[src/rtl/attn_row_sequencer_if.sv]
// Stream bundle for attn_row_sequencer: slave operand stream in, master exp stream out.
// Optional ATTN_SEQ_MAX_EN adds the m_max row-maximum signal.
interface attn_row_sequencer_if #(
    parameter int EXW  = 9,
    parameter int SUMW = 11
);
    logic [7:0]      s_data;
    logic            s_vld;
    logic            s_rdy;
    logic [EXW-1:0]  m_data;
    logic            m_vld;
    logic            m_rdy;
    logic            m_last;
    logic [SUMW-1:0] m_sum;
`ifdef ATTN_SEQ_MAX_EN
    logic [EXW-1:0]  m_max;

    modport slave  (input  s_data, s_vld, m_rdy,
                    output s_rdy, m_data, m_vld, m_last, m_sum, m_max);
    modport master (output s_data, s_vld, m_rdy,
                    input  s_rdy, m_data, m_vld, m_last, m_sum, m_max);
`else
    modport slave  (input  s_data, s_vld, m_rdy,
                    output s_rdy, m_data, m_vld, m_last, m_sum);
    modport master (output s_data, s_vld, m_rdy,
                    input  s_rdy, m_data, m_vld, m_last, m_sum);
`endif
endinterface

[src/rtl/attn_row_sequencer.sv]
// Sequences the shared Q0.7 MAC / e^x datapath over one attention row and drains the exp buffer.
// Optional ATTN_SEQ_MAX_EN tracks the unsigned maximum of the row's exp values on m_max.
//
// state  | meaning
// LOAD_A | wait for q operand byte
// LOAD_B | wait for k operand byte
// MAC    | one accumulate strobe for the loaded pair
// EXP    | capture exp result into buffer, clear accumulator
// DRAIN  | stream buffered exp values with row sum
module attn_row_sequencer #(
    parameter int N_FEAT = 4,
    parameter int N_KEYS = 4,
    parameter int EXW    = 9,
    parameter int SUMW   = EXW + $clog2(N_KEYS)
) (
    input  logic                   clk,
    input  logic                   rst_n,
    attn_row_sequencer_if.slave    bus,
    output logic [7:0]             mac_a_o,
    output logic [7:0]             mac_b_o,
    output logic                   mac_en_o,
    output logic                   mac_clr_o,
    input  logic [EXW-1:0]         ex_val_i
);

    localparam int FW    = (N_FEAT > 1) ? $clog2(N_FEAT) : 1;
    localparam int KW    = (N_KEYS > 1) ? $clog2(N_KEYS) : 1;
    localparam int DEPTH = 1 << KW;
    localparam logic [FW-1:0] FEAT_LAST = FW'(N_FEAT - 1);
    localparam logic [KW-1:0] KEY_LAST  = KW'(N_KEYS - 1);

    typedef enum logic [2:0] {
        LOAD_A = 3'd0,
        LOAD_B = 3'd1,
        MAC    = 3'd2,
        EXP    = 3'd3,
        DRAIN  = 3'd4
    } state_t;

    state_t          state_q, state_d;
    logic [FW-1:0]   feat_cnt_q, feat_cnt_d;
    logic [KW-1:0]   key_cnt_q, key_cnt_d;
    logic [KW-1:0]   out_cnt_q, out_cnt_d;
    logic [7:0]      mac_a_q, mac_a_d;
    logic [7:0]      mac_b_q, mac_b_d;
    logic [SUMW-1:0] sum_q, sum_d;
    logic            buf_we;
    logic [EXW-1:0]  buf_q [DEPTH];
`ifdef ATTN_SEQ_MAX_EN
    logic [EXW-1:0]  max_q, max_d;
`endif

    always_ff @(posedge clk or negedge rst_n) begin
        if (!rst_n) begin
            state_q    <= LOAD_A;
            feat_cnt_q <= '0;
            key_cnt_q  <= '0;
            out_cnt_q  <= '0;
            mac_a_q    <= '0;
            mac_b_q    <= '0;
            sum_q      <= '0;
`ifdef ATTN_SEQ_MAX_EN
            max_q      <= '0;
`endif
        end else begin
            state_q    <= state_d;
            feat_cnt_q <= feat_cnt_d;
            key_cnt_q  <= key_cnt_d;
            out_cnt_q  <= out_cnt_d;
            mac_a_q    <= mac_a_d;
            mac_b_q    <= mac_b_d;
            sum_q      <= sum_d;
`ifdef ATTN_SEQ_MAX_EN
            max_q      <= max_d;
`endif
        end
    end

    // Buffer is never observable outside DRAIN, so it needs no reset.
    always_ff @(posedge clk) begin
        if (buf_we) begin
            buf_q[key_cnt_q] <= ex_val_i;
        end
    end

    always_comb begin
        state_d    = state_q;
        feat_cnt_d = feat_cnt_q;
        key_cnt_d  = key_cnt_q;
        out_cnt_d  = out_cnt_q;
        mac_a_d    = mac_a_q;
        mac_b_d    = mac_b_q;
        sum_d      = sum_q;
        buf_we     = 1'b0;
`ifdef ATTN_SEQ_MAX_EN
        max_d      = max_q;
`endif
        case (state_q)
            LOAD_A: begin
                if (bus.s_vld) begin
                    mac_a_d = bus.s_data;
                    state_d = LOAD_B;
                end
            end
            LOAD_B: begin
                if (bus.s_vld) begin
                    mac_b_d = bus.s_data;
                    state_d = MAC;
                end
            end
            MAC: begin
                if (feat_cnt_q == FEAT_LAST) begin
                    feat_cnt_d = '0;
                    state_d    = EXP;
                end else begin
                    feat_cnt_d = feat_cnt_q + 1'b1;
                    state_d    = LOAD_A;
                end
            end
            EXP: begin
                buf_we = 1'b1;
                sum_d  = sum_q + SUMW'(ex_val_i);
`ifdef ATTN_SEQ_MAX_EN
                if (ex_val_i > max_q) begin
                    max_d = ex_val_i;
                end
`endif
                if (key_cnt_q == KEY_LAST) begin
                    key_cnt_d = '0;
                    state_d   = DRAIN;
                end else begin
                    key_cnt_d = key_cnt_q + 1'b1;
                    state_d   = LOAD_A;
                end
            end
            DRAIN: begin
                if (bus.m_rdy) begin
                    if (out_cnt_q == KEY_LAST) begin
                        out_cnt_d = '0;
                        sum_d     = '0;
`ifdef ATTN_SEQ_MAX_EN
                        max_d     = '0;
`endif
                        state_d   = LOAD_A;
                    end else begin
                        out_cnt_d = out_cnt_q + 1'b1;
                    end
                end
            end
            default: state_d = LOAD_A;
        endcase
    end

    // Every output decodes from registered state only.
    assign bus.s_rdy  = (state_q == LOAD_A) || (state_q == LOAD_B);
    assign bus.m_vld  = (state_q == DRAIN);
    assign bus.m_last = (state_q == DRAIN) && (out_cnt_q == KEY_LAST);
    assign bus.m_data = (state_q == DRAIN) ? buf_q[out_cnt_q] : '0;
    assign bus.m_sum  = sum_q;
`ifdef ATTN_SEQ_MAX_EN
    assign bus.m_max  = max_q;
`endif
    assign mac_a_o    = mac_a_q;
    assign mac_b_o    = mac_b_q;
    assign mac_en_o   = (state_q == MAC);
    assign mac_clr_o  = (state_q == EXP);

endmodule
[src/flat_wrapper.sv]
// flat-port wrapper written by rule: the top's interface ports become plain ports
module attn_row_sequencer_flat 
#(
    parameter int N_FEAT = 4,
    parameter int N_KEYS = 4,
    parameter int EXW    = 9,
    parameter int SUMW   = EXW + $clog2(N_KEYS)
)
  (clk, rst_n, mac_a_o, mac_b_o, mac_en_o, mac_clr_o, ex_val_i, bus_s_data, bus_s_vld, bus_m_rdy, bus_s_rdy, bus_m_data, bus_m_vld, bus_m_last, bus_m_sum);
  attn_row_sequencer_if #(.EXW(EXW), .SUMW(SUMW)) bus_i ();
  input  logic clk;
  input  logic rst_n;
  output logic [7:0] mac_a_o;
  output logic [7:0] mac_b_o;
  output logic mac_en_o;
  output logic mac_clr_o;
  input  logic [EXW-1:0] ex_val_i;
  input wire logic [$bits(bus_i.s_data)-1:0] bus_s_data;
  input wire logic [$bits(bus_i.s_vld)-1:0] bus_s_vld;
  input wire logic [$bits(bus_i.m_rdy)-1:0] bus_m_rdy;
  output wire logic [$bits(bus_i.s_rdy)-1:0] bus_s_rdy;
  output wire logic [$bits(bus_i.m_data)-1:0] bus_m_data;
  output wire logic [$bits(bus_i.m_vld)-1:0] bus_m_vld;
  output wire logic [$bits(bus_i.m_last)-1:0] bus_m_last;
  output wire logic [$bits(bus_i.m_sum)-1:0] bus_m_sum;
  assign bus_i.s_data = bus_s_data;
  assign bus_i.s_vld = bus_s_vld;
  assign bus_i.m_rdy = bus_m_rdy;
  assign bus_s_rdy = bus_i.s_rdy;
  assign bus_m_data = bus_i.m_data;
  assign bus_m_vld = bus_i.m_vld;
  assign bus_m_last = bus_i.m_last;
  assign bus_m_sum = bus_i.m_sum;
  attn_row_sequencer #(.N_FEAT(N_FEAT), .N_KEYS(N_KEYS), .EXW(EXW), .SUMW(SUMW)) u_core (.clk(clk), .rst_n(rst_n), .bus(bus_i), .mac_a_o(mac_a_o), .mac_b_o(mac_b_o), .mac_en_o(mac_en_o), .mac_clr_o(mac_clr_o), .ex_val_i(ex_val_i));
endmodule
[config.mk]
export PLATFORM = sky130hd
export DESIGN_NAME = attn_row_sequencer_flat
export DESIGN_NICKNAME = d
export VERILOG_FILES = /design/src/rtl/attn_row_sequencer_if.sv /design/src/rtl/attn_row_sequencer.sv /design/src/flat_wrapper.sv
export SDC_FILE = /design/constraint.sdc
export NUM_CORES = 1
export LEC_CHECK = 0
export ABC_AREA = 1
export ABC_CLOCK_PERIOD_IN_PS = 2700
export CAP_MARGIN = 0
export CORE_UTILIZATION = 56
export DETAILED_ROUTE_END_ITERATION = 8
export HOLD_SLACK_MARGIN = 0.1
export PLACE_DENSITY = 0.8
export SYNTH_ARGS = -nofsm -noshare
export SYNTH_HDL_FRONTEND = slang
export SYNTH_SLANG_ARGS = --single-unit
[constraint.sdc]
create_clock -name clk -period 2.7 [get_ports clk]
set_clock_uncertainty 0.1 [all_clocks]
set_input_delay 0.27 -clock clk [delete_from_list [all_inputs] [get_ports clk]]
set_output_delay 0.27 -clock clk [all_outputs]
set_load 0.005 [all_outputs]
==> flow_metrics.tcl <==
set metrics [dict create \
    hp-class "in -> async" \
    r2r_setup_slack_ps 720 \
    syn_avg_cell_area_um2 9.50 \
    numPortBuffers 61 \
    rsz0062_at_grt "no" \
    cts.clk_slew.worst_paths_ps 70 \
    period_share 0.941 \
    status "complete, no violations" \
    syn_to_final_growth_pct 26.0 \
    cts_resized 0 \
    cts_tree "yes" \
    core_mm2 0.00589 \
    cp_max_fo 11 \
    drv_cap 0 \
    cts_sinks 72 \
    ioPinCount 62 \
    antenna_found_initial 0 \
    finalWirelength_um 7640 \
    r2r_start "u_core.bus.m_sum[0]" \
    final_layout_size_suffix_gt1_frac 0.0739 \
    critPathArrivalTime_ps 2170 \
    seq_area_mm2 0.00198 \
    nNetsFinal 465 \
    netlist_instances 359 \
    detail-route-antenna-nets 0 \
    timing.rr.end "u_core.bus.m_sum[8]" \
    synth_area_mm2 0.00341 \
    crit_type "reg -> out" \
    fmax_mhz 394 \
    place_hpwl_um 5310 \
    required_ps 2330 \
    clk_latency_ps 350 \
    cts_made_buffers 9 \
    ys_seq_elements 72 \
    grt_max_degree 37 \
    root_buffer "clkbuf_8" \
    core.rowCount 28 \
    grt_use_total 0.264 \
    slew_viol_final 0 \
    grt_pass1_wl_um 12200 \
    drc_errors 0 \
    diodes 0 \
    final_common_cell "nand2_1" \
    yosysWarnings 0 \
    dr.pass1.iters 5 \
    setup_violations 0 \
    powerDensity_mw_per_mm2 1010 \
    yosys.cell_types.count 30 \
    yosysSeqAreaShare 0.581 \
    cts_buffer_depth 2 \
    finalSetupTns_ps 0 \
    fillers 434 \
    ctsHoldBuffers 0 \
    vias 2770 \
    wl_per_cell_um 15.0 \
    vias_per_cell 5.45 \
    worstRegToRegCells 11 \
    gp_congestion 0.862 \
    slew_headroom 0.600 \
    drt_iter0_markers 144 \
    cp-end-kind "output port" \
    initial_core_util 0.580 \
    finalInstanceArea_mm2 0.00430 \
    grt_pass1_vias 2635 \
    cts_max_level 3 \
    cts_setup_buffers 0 \
    hold_viol 0 \
    period_needed_ps 2540 \
    die_w_um 80.0 \
    p_leak_nw 1.85 \
    layout_common_cells "71 x nand2_1, 61 x clkdlybuf4s50_1, 59 x nor2_1, 47 x o21ai_0" \
    critPathLaunchType "flop" \
    synth_fp_nets 396 \
    place_area_mm2 0.00411 \
    peakVddDrop_mv 0.638 \
    multiInputGateArea_mm2 0.00123 \
    worst_pin_slew_ps 598 \
    p_total_mw 4.36 \
    grt_overflow 0 \
    die_area_mm2 0.00641 \
    dieHeight_um 80.0 \
]
## worst max-delay path, stage by stage, from the launching register on
cell and delay (ps):
dfrtp_1 470, nor2_1 190, nand2_1 330, a21oi_1 290, clkdlybuf4s50_1 540
## power breakdown
group	internal [mW]	switching, mW	total, mW
Combinational	0.858	1.02	1.88
Sequential	1.45	0.212	1.67
Clock	0.415	0.405	0.820
## sequential cells by signal, indices dropped and copies added (netlist names)
name	cells
u_core.buf_q	36
u_core.bus.m_sum	11
u_core.feat_cnt_q	2
u_core.key_cnt_q	2
u_core.mac_a_o	8
u_core.mac_b_o	8
u_core.out_cnt_q	2
u_core.state_q	3
## worst max path at each step
stage | from | endpoint | slack [ps] | cells past startpoint
final | u_core.state_q[0] | bus_m_data[1] | 160 | 4
after global routing | u_core.state_q[1] | bus_m_data[1] | 60 | 4
after CTS | u_core.state_q[0] | bus_m_data[1] | 160 | 4
after detailed placement | ex_val_i[0] | u_core.bus.m_sum[8] | 280 | 12
after global placement | ex_val_i[0] | u_core.bus.m_sum[8] | 380 | 12
after floorplan | u_core.bus.m_sum[0] | u_core.bus.m_sum[8] | 980 | 11
## cell type report
class / instances / share of cell area
Clock buffer: 12 / 0.0387
Clock inverter: 4 / 0.00640
Multi-Input combinational cell: 240 / 0.286
Timing Repair Buffer: 68 / 0.154
Sequential cell: 72 / 0.461
Inverter: 37 / 0.0323
Tap cell: 75 / 0.0218
## cells by family after synthesis
| group | after synthesis | synth area share |
|---|---|---|
| mux | 1 | 0.00330 |
| flops | 72 | 0.581 |
| buf+inv | 47 | 0.0591 |
| fa+ha+maj | 16 | 0.0609 |
| xor+xnor | 3 | 0.00771 |
| compound gates | 72 | 0.112 |
| simple gates | 148 | 0.176 |
## cells in the mapped netlist (all sizes together)
library cell  instances  area share
clkbuf                2      0.0022
nand3                15       0.025
xor2                  1      0.0026
nand4                 1      0.0018
ha                   15       0.055
inv                  36       0.040
dfrtp                36        0.26
a21boi                1      0.0022
o21a                  1      0.0022
fa                    1      0.0059
a22o                  1      0.0026
a21oi                16       0.023
nor3                  2      0.0062
nor2                 59       0.065
mux2                  1      0.0033
clkinv                1      0.0011
o31ai                 1      0.0022
o22ai                 2      0.0037
xnor2                 2      0.0051
nand2                71       0.078
edfxtp               36        0.32
buf                   8       0.016
o21ai                50       0.076
## per-layer routing
metal  track usage  vias up  share of wire  wire (µm)
met4         0.102        0          0.019        144
met2         0.432      110           0.49       3730
li1              -     1329              -          -
met3        0.0526       13          0.060        456
met5             0        -              0          0
met1         0.347     1318           0.43       3310
## per-stage QoR
step                setup WS, ps  hold slack [ps]   util  std cells
detailed placement           280              378  0.697        492
global placement             381              369  0.697        492
global route                58.4              286  0.730        508
finish                       160              243  0.730        508
CTS                          158              251  0.730        508
floorplan                    977             -126      -        359
Note: power is estimated with default switching activity, not from simulation.
